**config.mk**
```make
export PLATFORM = sky130hd
export DESIGN_NAME = conv_window_ctrl
export DESIGN_NICKNAME = d
export VERILOG_FILES = /design/src/rtl/conv_window_ctrl_pkg.sv /design/src/rtl/conv_window_ctrl_win_coord_cnt.sv /design/src/rtl/conv_window_ctrl.sv
export SDC_FILE = /design/constraint.sdc
export NUM_CORES = 1
export LEC_CHECK = 0
export ABC_AREA = 1
export CORE_ASPECT_RATIO = 1.2
export CORE_MARGIN = 2
export CORE_UTILIZATION = 50
export DETAILED_ROUTE_END_ITERATION = 7
export PLACE_DENSITY_LB_ADDON = 0.1
export SYNTH_ARGS = -nofsm -noshare
export SYNTH_HDL_FRONTEND = slang
export SYNTH_SLANG_ARGS = --single-unit
```
**constraint.sdc**
```tcl
create_clock -name clk -period 1.85 [get_ports clk]
set_input_delay 0.185 -clock clk [delete_from_list [all_inputs] [get_ports clk]]
set_output_delay 0.185 -clock clk [all_outputs]
set_load 0.05 [all_outputs]
```
**src/rtl/conv_window_ctrl_pkg.sv**
```systemverilog
// Shared types and default geometry for the conv window controller.
// Imported by the coordinate counter and the controller top.
package conv_window_ctrl_pkg;

    typedef enum logic [1:0] {
        ST_IDLE  = 2'd0,
        ST_FILL  = 2'd1,
        ST_RUN   = 2'd2,
        ST_DRAIN = 2'd3
    } ctrl_state_e;

    localparam int DEF_IMG_W  = 28;
    localparam int DEF_IMG_H  = 28;
    localparam int DEF_K      = 3;
    localparam int DEF_STRIDE = 1;
    localparam int DEF_CNT_W  = 10;

endpackage

```
**src/rtl/conv_window_ctrl_win_coord_cnt.sv**
```systemverilog
// Raster row/col counters with stride phase and output-map coordinates.
// Advances one pixel per adv; flags window positions, the (K-1,K-1) pixel and the last pixel.
module win_coord_cnt
    import conv_window_ctrl_pkg::*;
#(
    parameter int IMG_W  = DEF_IMG_W,
    parameter int IMG_H  = DEF_IMG_H,
    parameter int K      = DEF_K,
    parameter int STRIDE = DEF_STRIDE,
    parameter int CNT_W  = DEF_CNT_W
) (
    input  logic             clk,
    input  logic             rst,
    input  logic             clr,
    input  logic             adv,
    output logic             at_window,
    output logic             fill_done,
    output logic             last_pixel,
    output logic [CNT_W-1:0] out_row,
    output logic [CNT_W-1:0] out_col
);

    localparam logic [CNT_W-1:0] KM1     = CNT_W'(K - 1);
    localparam logic [CNT_W-1:0] COL_MAX = CNT_W'(IMG_W - 1);
    localparam logic [CNT_W-1:0] ROW_MAX = CNT_W'(IMG_H - 1);
    localparam logic [CNT_W-1:0] PH_MAX  = CNT_W'(STRIDE - 1);
    localparam logic [CNT_W-1:0] ONE     = CNT_W'(1);

    logic [CNT_W-1:0] col_q, col_d, row_q, row_d;
    logic [CNT_W-1:0] cph_q, cph_d, rph_q, rph_d;
    logic [CNT_W-1:0] ocol_q, ocol_d, orow_q, orow_d;

    // Phase and output coordinate stay at 0 until the counter reaches K-1,
    // then step once per STRIDE positions; this replaces a divider.
    always_comb begin
        // NOTE: every variable gets its hold value first so no path infers a latch.
        col_d  = col_q;
        row_d  = row_q;
        cph_d  = cph_q;
        rph_d  = rph_q;
        ocol_d = ocol_q;
        orow_d = orow_q;
        if (clr) begin
            col_d  = '0;
            row_d  = '0;
            cph_d  = '0;
            rph_d  = '0;
            ocol_d = '0;
            orow_d = '0;
        end else if (adv) begin
            col_d = (col_q == COL_MAX) ? '0 : col_q + ONE;
            if (col_d <= KM1) begin
                cph_d  = '0;
                ocol_d = '0;
            end else if (cph_q == PH_MAX) begin
                cph_d  = '0;
                ocol_d = ocol_q + ONE;
            end else begin
                cph_d = cph_q + ONE;
            end
            if (col_q == COL_MAX) begin
                row_d = (row_q == ROW_MAX) ? '0 : row_q + ONE;
                if (row_d <= KM1) begin
                    rph_d  = '0;
                    orow_d = '0;
                end else if (rph_q == PH_MAX) begin
                    rph_d  = '0;
                    orow_d = orow_q + ONE;
                end else begin
                    rph_d = rph_q + ONE;
                end
            end
        end
    end

    // NOTE: flops use non-blocking assignment so every register samples pre-edge values.
    always_ff @(posedge clk or negedge rst) begin
        if (!rst) begin
            col_q  <= '0;
            row_q  <= '0;
            cph_q  <= '0;
            rph_q  <= '0;
            ocol_q <= '0;
            orow_q <= '0;
        end else begin
            col_q  <= col_d;
            row_q  <= row_d;
            cph_q  <= cph_d;
            rph_q  <= rph_d;
            ocol_q <= ocol_d;
            orow_q <= orow_d;
        end
    end

    assign at_window  = (row_q >= KM1) && (col_q >= KM1) && (rph_q == '0) && (cph_q == '0);
    assign fill_done  = (row_q == KM1) && (col_q == KM1);
    assign last_pixel = (row_q == ROW_MAX) && (col_q == COL_MAX);
    assign out_row    = orow_q;
    assign out_col    = ocol_q;

endmodule

```
**src/rtl/conv_window_ctrl.sv**
```systemverilog
// Line-buffer sequencer for a KxK conv window: accepts the raster pixel stream,
// drives shift-enable/clear and presents each stride-aligned window to the MAC array.
module conv_window_ctrl
    import conv_window_ctrl_pkg::*;
#(
    parameter int IMG_W  = DEF_IMG_W,
    parameter int IMG_H  = DEF_IMG_H,
    parameter int K      = DEF_K,
    parameter int STRIDE = DEF_STRIDE,
    parameter int CNT_W  = DEF_CNT_W
) (
    input  logic             clk,
    input  logic             rst,
    input  logic             start,
    input  logic             pix_vld,
    output logic             pix_rdy,
    output logic             sr_ce,
    output logic             sr_clr,
    output logic             win_vld,
    input  logic             win_rdy,
    output logic [CNT_W-1:0] win_row,
    output logic [CNT_W-1:0] win_col,
    output logic             busy,
    output logic             frame_done
);

    ctrl_state_e      state_q, state_d;
    logic             win_vld_q, win_vld_d;
    logic [CNT_W-1:0] win_row_q, win_row_d;
    logic [CNT_W-1:0] win_col_q, win_col_d;
    logic             frame_done_q, frame_done_d;

    logic             beat, win_stall, cnt_clr;
    logic             at_window, fill_done, last_pixel;
    logic [CNT_W-1:0] out_row, out_col;

    win_coord_cnt #(
        .IMG_W (IMG_W),
        .IMG_H (IMG_H),
        .K     (K),
        .STRIDE(STRIDE),
        .CNT_W (CNT_W)
    ) u_coord (
        .clk       (clk),
        .rst       (rst),
        .clr       (cnt_clr),
        .adv       (beat),
        .at_window (at_window),
        .fill_done (fill_done),
        .last_pixel(last_pixel),
        .out_row   (out_row),
        .out_col   (out_col)
    );

    always_comb begin
        state_d      = state_q;
        win_vld_d    = win_vld_q;
        win_row_d    = win_row_q;
        win_col_d    = win_col_q;
        frame_done_d = 1'b0;
        cnt_clr      = 1'b0;
        sr_clr       = 1'b0;

        // An unconsumed window back-pressures the pixel stream so it cannot be overwritten.
        win_stall = win_vld_q && !win_rdy;
        pix_rdy   = ((state_q == ST_FILL) || (state_q == ST_RUN)) && !win_stall;
        beat      = pix_vld && pix_rdy;

        if (win_vld_q && win_rdy) begin
            win_vld_d = 1'b0;
        end
        if (beat && at_window) begin
            win_vld_d = 1'b1;
            win_row_d = out_row;
            win_col_d = out_col;
        end

        case (state_q)
            ST_IDLE: begin
                if (start) begin
                    sr_clr    = 1'b1;
                    cnt_clr   = 1'b1;
                    win_vld_d = 1'b0;
                    state_d   = ST_FILL;
                end
            end
            ST_FILL: begin
                if (beat && last_pixel) begin
                    state_d = ST_DRAIN;
                end else if (beat && fill_done) begin
                    state_d = ST_RUN;
                end
            end
            ST_RUN: begin
                if (beat && last_pixel) begin
                    state_d = ST_DRAIN;
                end
            end
            ST_DRAIN: begin
                if (!win_stall) begin
                    state_d      = ST_IDLE;
                    frame_done_d = 1'b1;
                end
            end
            default: state_d = ST_IDLE;
        endcase
    end

    always_ff @(posedge clk or negedge rst) begin
        if (!rst) begin
            state_q      <= ST_IDLE;
            win_vld_q    <= 1'b0;
            win_row_q    <= '0;
            win_col_q    <= '0;
            frame_done_q <= 1'b0;
        end else begin
            state_q      <= state_d;
            win_vld_q    <= win_vld_d;
            win_row_q    <= win_row_d;
            win_col_q    <= win_col_d;
            frame_done_q <= frame_done_d;
        end
    end

    assign sr_ce      = beat;
    assign win_vld    = win_vld_q;
    assign win_row    = win_row_q;
    assign win_col    = win_col_q;
    assign busy       = (state_q != ST_IDLE);
    assign frame_done = frame_done_q;

endmodule

```
==> qor.csv, run 1 <==
stage,metric,value,unit
placed_design,post-dp-hpwl,8170,um
clock_tree,clkTransAtPathRegs,0.09,ns
clock_tree,clockBufferDepth,2,
critical_path,critical_path.max_stage_delay,0.51,ns
power_and_ir_drop,p_sw_share,38.9,%
critical_path,worstPathArrival,2.35,ns
logic_synthesis,synthTopCellsByArea,"dfrtp_1 (44%), nand2_1 (14%), inv_1 (5.8%), nor2_1 (5.8%), xor2_1 (4.8%)",
critical_path,crit_chain,nand4_1 -> nor2_2 -> nand2_1 -> nand2_2 -> inv_2 -> nor2_4 -> nand3_4 -> a21oi_4 -> clkbuf_16 -> nand2_2 -> nand2_1,
placed_design,placed_area,5780,um^2
power_and_ir_drop,p_int,0.00422,W
logic_synthesis,ys_seq_area_share,44.4,%
timing,finalCritPeriodShare,111,%
floorplanning,die-area,10300,um^2
route,vias,4753,
clock_tree,cts_max_level,3,
logic_synthesis,synth_edf_count,0,
global_route,grt_max_degree,45,
layout,final_area,7050,um^2
logic_synthesis,synth_cell_type_count,30,
clock_tree,cts.sinks,84,
power_and_ir_drop,peakVddDrop,0.710,mV
layout,final_nets,773,
route,ant_nets,0,
logic_synthesis,yosys_warnings,0,
power_and_ir_drop,sequentialPowerShare,30.0,%
floorplanning,die_h,111,um
timing,worst_pin_slew,0.548,ns
clock_tree,numCtsBuffers,9,
logic_synthesis,synth_top_area_share,44.4,%
global_route,grt_use_total,23.1,%
global_route,grt_pass1_vias,4282,
critical_path,crit_fanout,8,
global_route,grt_pass1_wl,19300,um
timing,rsz0062_at_grt,true,
power_and_ir_drop,switchingPower,0.00269,W
flow_run,maxCapViolations,0,
placed_design,gp_congestion,0.900,
clock_tree,cts_tree,done,
power_and_ir_drop,p_clk_share,20.8,%
logic_synthesis,synthesis.area,4740,um^2
timing,drv_slew,0,
status,violations,negative setup slack,
floorplanning,coreArea,9130,um^2
critical_path,worst_setup_path_start_kind,flop,
layout,layout_commonest_cell,nand2_1,
route,drc,0,
timing,worst_slack,-0.201,ns
timing,fin_crit,2.05,ns
logic_synthesis,syn_nets,636,
power_and_ir_drop,total_power,0.00691,W
critical_path,crit_required,2.14,ns
critical_path,setup.worst_path.class,flop to flop,
power_and_ir_drop,p_leak,3.31,nW
floorplanning,rows,38,
route,dr.pass1.iters,4,
layout,syn_to_final_growth,48.8,%
timing,clock.fmax,487,MHz
timing,clock_skew,0.00781,ns
logic_synthesis,async_flop_share,100,%
critical_path,setup.worst_path.end_class,flop,
layout,drive_above_1_share,36.5,%
timing,hold_viol,0,
clock_tree,clockRootBuffer,clkbuf_8,
logic_synthesis,synth_seq_cells,84,
hold_path,hold_path_class,primary input to async pin,
critical_path,r2r_end,u_coord.out_col[2],
floorplanning,die_x,92.8,um
global_route,antenna_found_initial,0,
status,status,finished with violations,
logic_synthesis,yosys.area.top_type,dfrtp_1,
power_and_ir_drop,p_per_area,981,nW/um^2
logic_synthesis,synth_cells,614,
critical_path,cpMaxStageDelayCell,dfrtp_2,
clock_tree,clock_latency,0.36,ns
floorplanning,initial_core_util,51.9,%
layout,final_cell_mix,"nand2_1 (129), buf_4 (78), dfrtp_1 (75)",
route,viasPerCell,5.43,
floorplanning,io_pins,31,
timing,timing.slew.headroom,63.4,%
global_route,grt-ovfl-total,0,
route,routed_wl,13800,um
placed_design,io_buffers,30,
timing,finalSetupViolations,58,
logic_synthesis,syn_avg_cell_area,7.71,um^2
route,wl_per_cell,15.8,um
critical_path,worstReg2RegStart,u_coord.col_q[2],
critical_path,rr_worst_depth,11,
power_and_ir_drop,combPwrFrac,49.2,%
route,drt_iter0_drc,234,
layout,diodes,0,
critical_path,rrSetupSlack,-0.20,ns
logic_synthesis,synthFlopType,dfrtp_1,
[cell usage after synthesis, types with 3 or more instances]
library cell  number
a21oi_1            3
buf_2              4
clkbuf_1           4
dfrtp_1           84
ha_1              17
inv_1             73
inv_2              3
nand2_1          178
nand2_2            3
nand3_1           38
nand3_2            3
nand4_1           19
nor2_1            73
nor2_2             5
nor3_1            11
nor4_1             4
o21ai_0           26
o22ai_1           20
xnor2_1            4
xor2_1            26
[power groups by stage]
stage / Sequential, W / Clock [W] / Combinational, W
floorplan: 0.00218 / 0 / 0.00126
global placement: 0.00207 / 0 / 0.00239
detailed placement: 0.00208 / 0 / 0.00244
CTS: 0.00203 / 0.00146 / 0.00264
global route: 0.00208 / 0.00153 / 0.00360
finish: 0.00207 / 0.00144 / 0.00340
[area by class of cell]
cell class                 instances  area [um^2]
inverter                          76          303
timing repair buffer             136         1370
multi-input combinational        444         2890
clock buffer                      12          165
sequential                        84         2110
clock inverter                     4         55.1
fill                             588         2080
tap                              120          150
[timing repair]
action | in CTS | in global routing
pin swaps | 3 | 32
buffers inserted | 12 | 22
hold buffers | 1 | 0
setup endpoints to repair | 58 | 74
gates cloned | 0 | 10
endpoints found under the hold margin | 58 | 0
resized for setup | 20 | 172
[sequential cells by signal (all words and copies together), names as in the netlist]
register	cells
u_coord.rph_q	10
u_coord.col_q	10
win_row	10
state_q	2
win_col	10
frame_done	1
u_coord.out_col	10
u_coord.out_row	10
u_coord.row_q	10
u_coord.cph_q	10
win_vld	1
[critical path: cells and delay by family, from the launching register on]
kind,cells,cell delay (ns)
compound gates,1,0.31
buf+inv,2,0.26
flops,1,0.51
simple gates,8,0.92
[metrics by stage]
step / worst slack (ns) / hold slack, ns / cells / setup TNS, ns / utilization (%)
5_1_grt: -0.297 / 0.243 / 876 / -13.08 / 77.2
3_5_place_dp: -0.299 / 0.0696 / 817 / -5.82 / 63.3
3_3_place_gp: -0.204 / 0.0660 / 817 / -3.29 / 63.3
2_1_floorplan: -0.0214 / -0.111 / 614 / -0.199 / -
4_1_cts: -0.0380 / 0.223 / 846 / -0.504 / 67.6
6_report: -0.201 / 0.232 / 876 / -6.69 / 77.2
[how the worst max path moves through the flow]
stage	from	end	slack [ns]	depth (start not counted)
after floorplan	state_q[0]	u_coord.rph_q[7]	-0.02	10
after global placement	u_coord.row_q[0]	u_coord.out_row[5]	-0.20	12
after detailed placement	u_coord.row_q[0]	u_coord.out_row[3]	-0.30	12
after CTS	u_coord.col_q[1]	u_coord.out_col[0]	-0.04	13
after global routing	u_coord.col_q[2]	u_coord.out_col[2]	-0.30	12
final	u_coord.col_q[2]	u_coord.out_col[2]	-0.20	11
[cell families after synthesis]
group,share of synthesized area [%]
XOR/XNOR,5.55
buffers and inverters,7.24
AO/OA/AOI/OAI,7.13
adder cells (fa/ha/maj),4.49
AND/OR/NAND/NOR,31.2
flip-flops,44.4
[per-layer routing]
| layer | track usage [%] | vias up | wire (um) |
|---|---|---|---|
| met5 | 0 | - | 0 |
| met4 | 8.92 | 0 | 308 |
| met3 | 4.37 | 34 | 676 |
| met2 | 39.0 | 157 | 7300 |
| met1 | 29.1 | 2312 | 5560 |
| li1 | - | 2250 | - |
(Power assumes the default switching activity.)
==> run 2, diff against run 1 <==
==> constraint.sdc (replaced) <==
create_clock -name clk -period 1.85 [get_ports clk]
set_input_delay 0.4625 -clock clk [delete_from_list [all_inputs] [get_ports clk]]
set_output_delay 0.4625 -clock clk [all_outputs]
set_load 0.05 [all_outputs]
==> qor.csv, run 2 (synthesis gave the netlist of run 1 again) <==
stage,metric,value,unit,change
status,status,finished with violations,,
status,violations,negative setup slack,,
route,dr.pass1.iters,8,,+4
critical_path,rrSetupSlack,-0.22,ns,-0.02 ns
route,drt_iter0_drc,264,,+13%
layout,final_cell_mix,"nand2_1 (131), buf_4 (116), dfrtp_1 (78)",,
power_and_ir_drop,peakVddDrop,0.746,mV,+5.1%
hold_path,hold_path_class,primary input to async pin,,
power_and_ir_drop,combPwrFrac,54.1,%,+4.9 points
floorplanning,die_x,92.8,um,unchanged
timing,finalSetupViolations,61,,+5.2%
floorplanning,io_pins,31,,unchanged
timing,timing.slew.headroom,69.5,%,+6.2 points
power_and_ir_drop,sequentialPowerShare,28.9,%,-1.1 points
global_route,grt_use_total,27.4,%,+4.3 points
power_and_ir_drop,switchingPower,0.00286,W,+6.3%
route,viasPerCell,5.32,,-2.0%
clock_tree,cts_max_level,3,,unchanged
clock_tree,hold_buffers,0,,-1
power_and_ir_drop,p_leak,3.49,nW,+5.4%
clock_tree,clockRootBuffer,clkbuf_8,,
timing,drv_slew,0,,unchanged
global_route,grt_pass1_vias,4940,,+15%
global_route,grt_max_degree,31,,-31%
floorplanning,coreArea,9130,um^2,unchanged
flow_run,maxCapViolations,0,,unchanged
placed_design,gp_congestion,0.910,,+1.1%
timing,hold_viol,0,,unchanged
power_and_ir_drop,p_per_area,993,nW/um^2,+1.2%
layout,drive_above_1_share,42.6,%,+6.1 points
route,routed_wl,14200,um,+2.4%
critical_path,worstPathArrival,2.32,ns,-0.03 ns
route,drc,0,,unchanged
critical_path,setup.worst_path.end_class,flop,,
critical_path,crit_fanout,4,,-4
timing,fin_crit,2.07,ns,+0.0205 ns
clock_tree,clock_latency,0.36,ns,about the same
power_and_ir_drop,p_sw_share,40.0,%,+1.1 points
global_route,grt_use_met2,45.9,%,+6.9 points
critical_path,worst_setup_path_start_kind,flop,,
global_route,grt.busiest_layer,met2,,
timing,finalCritPeriodShare,112,%,+1.1 points
power_and_ir_drop,p_int,0.00429,W,+1.7%
global_route,met3_usage,5.12,%,+0.75 points
critical_path,r2r_end,u_coord.rph_q[3],,
route,ant_nets,0,,unchanged
layout,final_nets,800,,+3.5%
clock_tree,cts_tree,done,,
layout,diodes,0,,unchanged
route,wl_per_cell,15.7,um,-0.55%
critical_path,worstReg2RegStart,u_coord.row_q[0],,
critical_path,setup.worst_path.class,flop to flop,,
floorplanning,initial_core_util,51.9,%,unchanged
floorplanning,die-area,10300,um^2,unchanged
layout,syn_to_final_growth,52.0,%,
timing,clock.fmax,483,MHz,-0.99%
floorplanning,die_h,111,um,unchanged
critical_path,rr_worst_depth,12,,+1
timing,worst_slack,-0.222,ns,-0.0205 ns
clock_tree,clkTransAtPathRegs,0.09,ns,about the same
global_route,grt-ovfl-total,0,,unchanged
global_route,use_met1,36.0,%,+6.9 points
layout,fin_util,78.9,%,+1.7 points
timing,rsz0062_at_grt,true,,
power_and_ir_drop,p_clk_share,17.0,%,-3.8 points
clock_tree,cts.sinks,84,,unchanged
layout,layout_commonest_cell,nand2_1,,
clock_tree,clockBufferDepth,2,,unchanged
placed_design,post-dp-hpwl,8440,um,+3.3%
timing,finalSetupTns,-7.06,ns,-0.364 ns
route,vias,4796,,+0.90%
timing,clock_skew,0.0114,ns,+0.00362 ns
critical_path,endpoint,u_coord.rph_q[3],,
clock_tree,numCtsBuffers,9,,unchanged
placed_design,io_buffers,30,,unchanged
timing,worst_pin_slew,0.457,ns,-0.0906 ns
global_route,grt_pass1_wl,22900,um,+19%
floorplanning,rows,38,,unchanged
global_route,antenna_found_initial,0,,unchanged
critical_path,crit_required,2.10,ns,-0.04 ns
critical_path,startpoint,u_coord.row_q[0],,
-- run 2: cell types whose count changed in the layout (fill, tap and decap cells not counted), moves of 6 or more --
cell	previous run	this run
clkdlybuf4s50_1	25	1
clkbuf_16	6	0
o21ai_2	9	15
buf_4	78	116
buf_6	16	26
o21ai_1	14	8
nor2_2	15	22
-- run 2: worst min-delay path by stage --
stage	start	endpoint	slack [ns]	depth (start not counted)
2_1_floorplan	rst	frame_done	0.17	0
3_3_place_gp	rst	u_coord.col_q[9]	0.44	1
3_5_place_dp	rst	u_coord.col_q[9]	0.44	1
4_1_cts	rst	u_coord.cph_q[9]	0.06	1
5_1_grt	rst	u_coord.cph_q[8]	0.07	1
6_report	rst	u_coord.cph_q[9]	0.05	1
-- run 2: layout make-up --
class	count	area [um^2]
clock buffer	10	138
fill	591	1930
timing repair buffer	162	1550
inverter	76	298
multi-input combinational	445	2920
sequential	84	2110
tap	120	150
clock inverter	5	37.5
-- run 2: what timing repair did --
| action | CTS | global route |
|---|---|---|
| buffers inserted | 34 | 18 |
| gates resized for setup | 116 | 105 |
| pin swaps | 20 | 35 |
| endpoints found under the hold margin | 0 | 0 |
| cloned | 10 | 2 |
| setup endpoints to repair | 60 | 76 |
-- run 2: stage by stage --
step | cells | setup WS, ns | power (W) | hold WS, ns | cell area, um^2
after floorplan | 614 | -0.0214 | 0.00345 | 0.167 | 4830
after global placement | 830 | -0.218 | 0.00449 | 0.439 | 5820
after detailed placement | 830 | -0.295 | 0.00456 | 0.442 | 5820
after CTS | 888 | -0.148 | 0.00687 | 0.0588 | 6820
after global routing | 902 | -0.334 | 0.00752 | 0.0703 | 7200
final | 902 | -0.222 | 0.00715 | 0.0482 | 7200
-- run 2: critical path, cell delays in order (launching register included) --
cell,delay [ns]
dfrtp_1,0.43
ha_4,0.19
inv_4,0.05
nor3_4,0.18
nand2_2,0.13
nand2_2,0.11
nand3_2,0.10
nor2_2,0.11
nand3_2,0.10
buf_6,0.13
a21oi_4,0.20
buf_2,0.20
nor2_1,0.05
-- run 2: per-layer routing --
metal	wire [um]	part of all wire, %
met4	284	2.0
met5	0	0
met1	5860	41
met2	7290	51
met3	734	5.2
-- run 2: power by group through the flow --
stage          Sequential (W)  Clock, W  Combinational (W)
6_report              0.00207   0.00122            0.00387
5_1_grt               0.00208   0.00133            0.00410
4_1_cts               0.00205   0.00123            0.00358
3_5_place_dp          0.00207         0            0.00249
3_3_place_gp          0.00206         0            0.00243
2_1_floorplan         0.00218         0            0.00127
==> run 3, diff against run 2 <==
Clock period 1.85 ns to 2.3 ns, I/O delays scaled along.
==> qor.csv, run 3 (synthesis gave the netlist of run 1 again) <==
stage,metric,value,unit,change
route,vias,4036,,-16%
layout,final_cell_mix,"nand2_1 (175), dfrtp_1 (83), nor2_1 (72)",,
critical_path,setup.worst_path.end_class,output port,,
critical_path,rrSetupSlack,0.27,ns,+0.49 ns
critical_path,cp.buffers_inverters,5,,+2
timing,fin_crit,2.21,ns,
critical_path,setup.worst_path.class,primary input to output port,,
critical_path,crit_fanout,3,,-1
clock_tree,cts.sinks,84,,unchanged
floorplanning,coreArea,9130,um^2,unchanged
global_route,grt-ovfl-total,0,,unchanged
clock_tree,clockRootBuffer,clkbuf_8,,
critical_path,worstPathArrival,1.64,ns,-0.68 ns
route,dr.pass1.iters,4,,-4
timing,timing.slew.headroom,60.8,%,-8.8 points
timing,worst_slack,0.0864,ns,+0.308 ns
clock_tree,cts_max_level,3,,unchanged
timing,drv_slew,0,,unchanged
hold_path,hold_path_class,primary input to async pin,,
critical_path,critical_path.max_stage_delay,0.46,ns,+0.03 ns
timing,clock_skew,0.0108,ns,-0.000583 ns
timing,rsz0062_at_grt,false,,
timing,hold_slack,0.218,ns,+0.170 ns
placed_design,post-dp-hpwl,7770,um,-7.9%
critical_path,r2r_end,u_coord.out_col[2],,
route,drc,0,,unchanged
power_and_ir_drop,p_per_area,817,nW/um^2,-18%
floorplanning,rows,38,,unchanged
timing,finalSetupTns,0,ns,+7.06 ns
critical_path,worst_path_most_repeated_cell,inv_1,,
flow_run,maxCapViolations,0,,unchanged
floorplanning,io_pins,31,,unchanged
layout,multi_input_area,2330,um^2,-20%
placed_design,io_buffers,30,,unchanged
global_route,grt_pass1_vias,3976,,-20%
critical_path,crit_chain,clkdlybuf4s50_1 -> inv_1 -> nand2_1 -> buf_4 -> inv_1 -> nor2_4 -> buf_12,,
status,status,finished clean,,
clock_tree,cts_tree,done,,
critical_path,worstReg2RegStart,u_coord.col_q[0],,
critical_path,rr_worst_depth,12,,unchanged
layout,final_nets,689,,-14%
placed_design,gp_congestion,0.898,,-1.3%
layout,layout_commonest_cell,nand2_1,,
timing,clock.fmax,452,MHz,
floorplanning,initial_core_util,51.9,%,unchanged
critical_path,worst_setup_path_start_kind,primary input,,
critical_path,cpMaxStageDelayCell,clkdlybuf4s50_1,,
global_route,grt_pass1_wl,18300,um,-20%
timing,hold_viol,0,,unchanged
power_and_ir_drop,peakVddDrop,0.555,mV,-26%
clock_tree,numCtsBuffers,9,,unchanged
layout,seq_area,2100,um^2,-0.30%
floorplanning,die-area,10300,um^2,unchanged
power_and_ir_drop,p_leak,2.72,nW,-22%
global_route,grt_use_total,21.9,%,-5.5 points
global_route,antenna_found_initial,0,,unchanged
timing,finalCritPeriodShare,96.2,%,
route,ant_nets,0,,unchanged
global_route,grt_max_degree,44,,+42%
clock_tree,clkTransAtPathRegs,0.08,ns,about the same
route,wl_per_cell,13.4,um,-15%
clock_tree,clock_latency,0.36,ns,about the same
critical_path,crit_required,1.73,ns,-0.37 ns
layout,drive_above_1_share,11.0,%,-32 points
route,routed_wl,10600,um,-25%
critical_path,path_delay_family,buffers and inverters,,
layout,filler_cell_count,856,,+45%
clock_tree,clockBufferDepth,2,,unchanged
route,drt_iter0_drc,191,,-28%
floorplanning,die_x,92.8,um,unchanged
timing,worst_pin_slew,0.589,ns,+0.131 ns
layout,diodes,0,,unchanged
layout,syn_to_final_growth,19.2,%,
placed_design,place_ws,-0.0481,ns,+0.247 ns
route,viasPerCell,5.10,,-4.2%
timing,finalSetupViolations,0,,-100%
floorplanning,die_h,111,um,unchanged
==> run 3: cell count changes in the layout (fill, tap and decap cells not counted), sizes merged <==
cell / change
buf: -132
bufinv: +2
inv: +1
clkinvlp: -1
nand2: -1
clkinv: -1
dlymetal6s2s: -1
clkdlybuf4s50: +24
dlygate4sd2: -1
==> run 3: routing by layer <==
layer,wire [um],global-route usage [%]
met4,190,7.75
met5,0,0
met3,464,4.50
met2,5270,36.4
met1,4690,28.2
==> run 3: final cells by class <==
cell class | instances | share of cell area (%)
clock buffer | 10 | 2.44
clock inverter | 6 | 1.55
inverter | 76 | 5.06
multi-input combinational | 444 | 41.2
sequential | 84 | 37.3
tap | 120 | 2.66
timing repair buffer | 52 | 9.80
==> run 3: worst max-delay path by stage <==
stage	startpoint	end	depth (start not counted)
detailed placement	win_rdy	u_coord.rph_q[9]	11
global placement	win_rdy	u_coord.rph_q[9]	11
CTS	state_q[0]	sr_ce	5
finish	win_rdy	pix_rdy	7
global route	win_rdy	pix_rdy	7
floorplan	state_q[0]	u_coord.rph_q[7]	10
==> run 3: per-stage QoR <==
stage	power, W	util [%]	area (um^2)	std cells
2_1_floorplan	0.00268	-	4740	614
3_3_place_gp	0.00332	58.8	5370	774
3_5_place_dp	0.00335	58.8	5370	774
4_1_cts	0.00456	61.3	5600	790
5_1_grt	0.00489	61.8	5640	792
6_report	0.00461	61.8	5640	792
==> run 3: timing repair <==
item / in CTS / in global routing
hold buffers: 0 / 0
buffers inserted: 0 / 2
setup endpoints to repair: 2 / 23
pin swaps: 0 / 1
resized for setup: 3 / 8
==> run 3: where the power goes <==
part / internal [W] / switching, W
Clock: 0.000639 / 0.000548
Sequential: 0.00157 / 0.0000819
Combinational: 0.000654 / 0.00112
Total: 0.00286 / 0.00175
==> RTL edit (settings of run 3) <==
Change the package constant `DEF_CNT_W` from 10 to 14.
--- a/src/rtl/conv_window_ctrl_pkg.sv
+++ b/src/rtl/conv_window_ctrl_pkg.sv
@@ -13,7 +13,7 @@
     localparam int DEF_IMG_H  = 28;
     localparam int DEF_K      = 3;
     localparam int DEF_STRIDE = 1;
-    localparam int DEF_CNT_W  = 10;
+    localparam int DEF_CNT_W  = 14;
 
 endpackage
 
Interface: changed (resized win_col and win_row); port bits go from 31 to 39. The function was not compared with the original's and may differ.
==> RTL edit against run 3 <==
Area after synthesis grew 42%. Design area grew 50%. Setup slack lost 0.034 ns. Sequential share of layout area shrank 3.0 points. Wire length grew 56%. Critical path depth shrank 1. Sequential cell count grew 32. Total power grew 62%. Critical endpoint is now sr_ce.
==> RTL edit: results <==
status:
  status: "completed"
setup_path:
  slowest_stage: "clkdlybuf4s50_1"
  cpPeakStageDelay_ns: 0.40
  critPathCapture: "sr_ce"
  reg2reg_to: "u_coord.out_col[7]$_DFFE_PN0P_"
  ff2ff_path_depth: 11
  reg2reg_from: "u_coord.cph_q[0]$_DFFE_PN0P_"
  r2r_setup_slack_ns: 0.06
  cp-startpoint: "win_rdy"
  path_max_fanout: 5
  cp_data_arrival_time_ns: 1.67
placement:
  dp_hpwl_um: 11500
  place_ws_ns: -0.116
  gp_congestion: 0.900
  port_buffers: 38
  placed_area_um2: 7580
floorplan:
  die_w_um: 110
cells_and_area:
  num_antenna_cells: 0
  layout.nets: 966
  drive_gt1_share_pct: 18.2
  fillers: 1124
clock_tree:
  cts_buffers: 17
  cts_buffer_depth: 2
  post_cts_buffers: 3
  post_cts_resized: 4
  cts_root_buf: "clkbuf_16"
  path_clk_slew_ns: 0.05
  worstSkewPairLatency_ns: 0.42
  ctsHtreeMaxLevel: 4
logic_synthesis:
  synth_area_leaders: "dfrtp_1 (43%), nand2_1 (12%), xor2_1 (6.0%), inv_1 (6.0%), nor2_1 (4.9%)"
  yosysSeqAreaShare_pct: 43.3
  synth_nets: 874
  async_flop_share_pct: 100
  synthTopCellsByCount: "nand2_1 (212), dfrtp_1 (116), inv_1 (107)"
  yosysWarningCount: 0
  post_synth_num_cell_types: 39
detailed_routing:
  routedWlPerCell_um: 14.7
  firstDrtPassIters: 5
  vias: 5954
  dr.first_iter.drc_count: 300
sta:
  fin_worst_skew_ns: 0.00977
  worst_pin_slew_ns: 0.694
  hold_slack_ns: 0.0878
  period_share_pct: 97.7
power_and_ir_drop:
  ir_drop_mv: 1.03
  leakagePower_nw: 3.94
global_route:
  grt_antenna_before_repair: 0
  grt_pass1_vias: 5904
  grt_pass1_wl_um: 27300
  track_usage_pct: 24.2
  grt_max_degree: 48
worst_hold_path:
  hold_class: "in2async"
## RTL edit: cell types whose count changed in the layout (fill, tap and decap cells not counted), moves of 19 or more
cell / run 3 / this run
nand2_1: 175 / 197
inv_1: 71 / 100
xor2_1: 26 / 46
clkbuf_16: 0 / 20
dfrtp_1: 83 / 115
o21ai_1: 2 / 21
buf_4: 19 / 47
## RTL edit: kinds of logic (layout without fill, tap and decap cells)
logic type               after synthesis  in the layout  share of synthesized area, %
AND/OR/NAND/NOR                      442            442                          30.3
buffers and inverters                132            236                          8.25
flip-flops                           116            116                          43.3
AO/OA/AOI/OAI                         96             96                          8.56
XOR/XNOR                              49             49                          6.40
adder cells (fa/ha/maj)               17             17                          3.17
## RTL edit: worst max-delay path: cells and delay by family
kind                   cells  cell delay, ns
buffers and inverters      3            0.65
AND/OR/NAND/NOR            3            0.44
## RTL edit: routing by layer
metal / global-route usage, % / share of wire, %
met5: 0 / 0
met4: 9.83 / 2.2
met3: 5.65 / 3.6
met2: 40.3 / 51
met1: 30.2 / 43
## RTL edit: stage by stage
step	std cells	power, mW
6_report	1124	7.47
5_1_grt	1124	7.81
2_1_floorplan	852	3.65
4_1_cts	1115	7.23
3_5_place_dp	1081	4.46
3_3_place_gp	1081	4.38
## RTL edit: cell type report
class	instances	area [um^2]	area share, %
Clock buffer	24	512	6.03
Clock inverter	7	95.1	1.12
Inverter	113	438	5.16
Multi-Input combinational cell	604	3400	40.1
Sequential cell	116	2900	34.2
Tap cell	168	210	2.48
Timing Repair Buffer	92	921	10.9
## RTL edit: power by group
part | total [mW] | internal [mW] | leakage, nW | switching, mW
combinational | 2.57 | 0.979 | 2.04 | 1.60
clock | 2.68 | 1.76 | 0.287 | 0.927
sequential | 2.22 | 2.14 | 1.61 | 0.0819
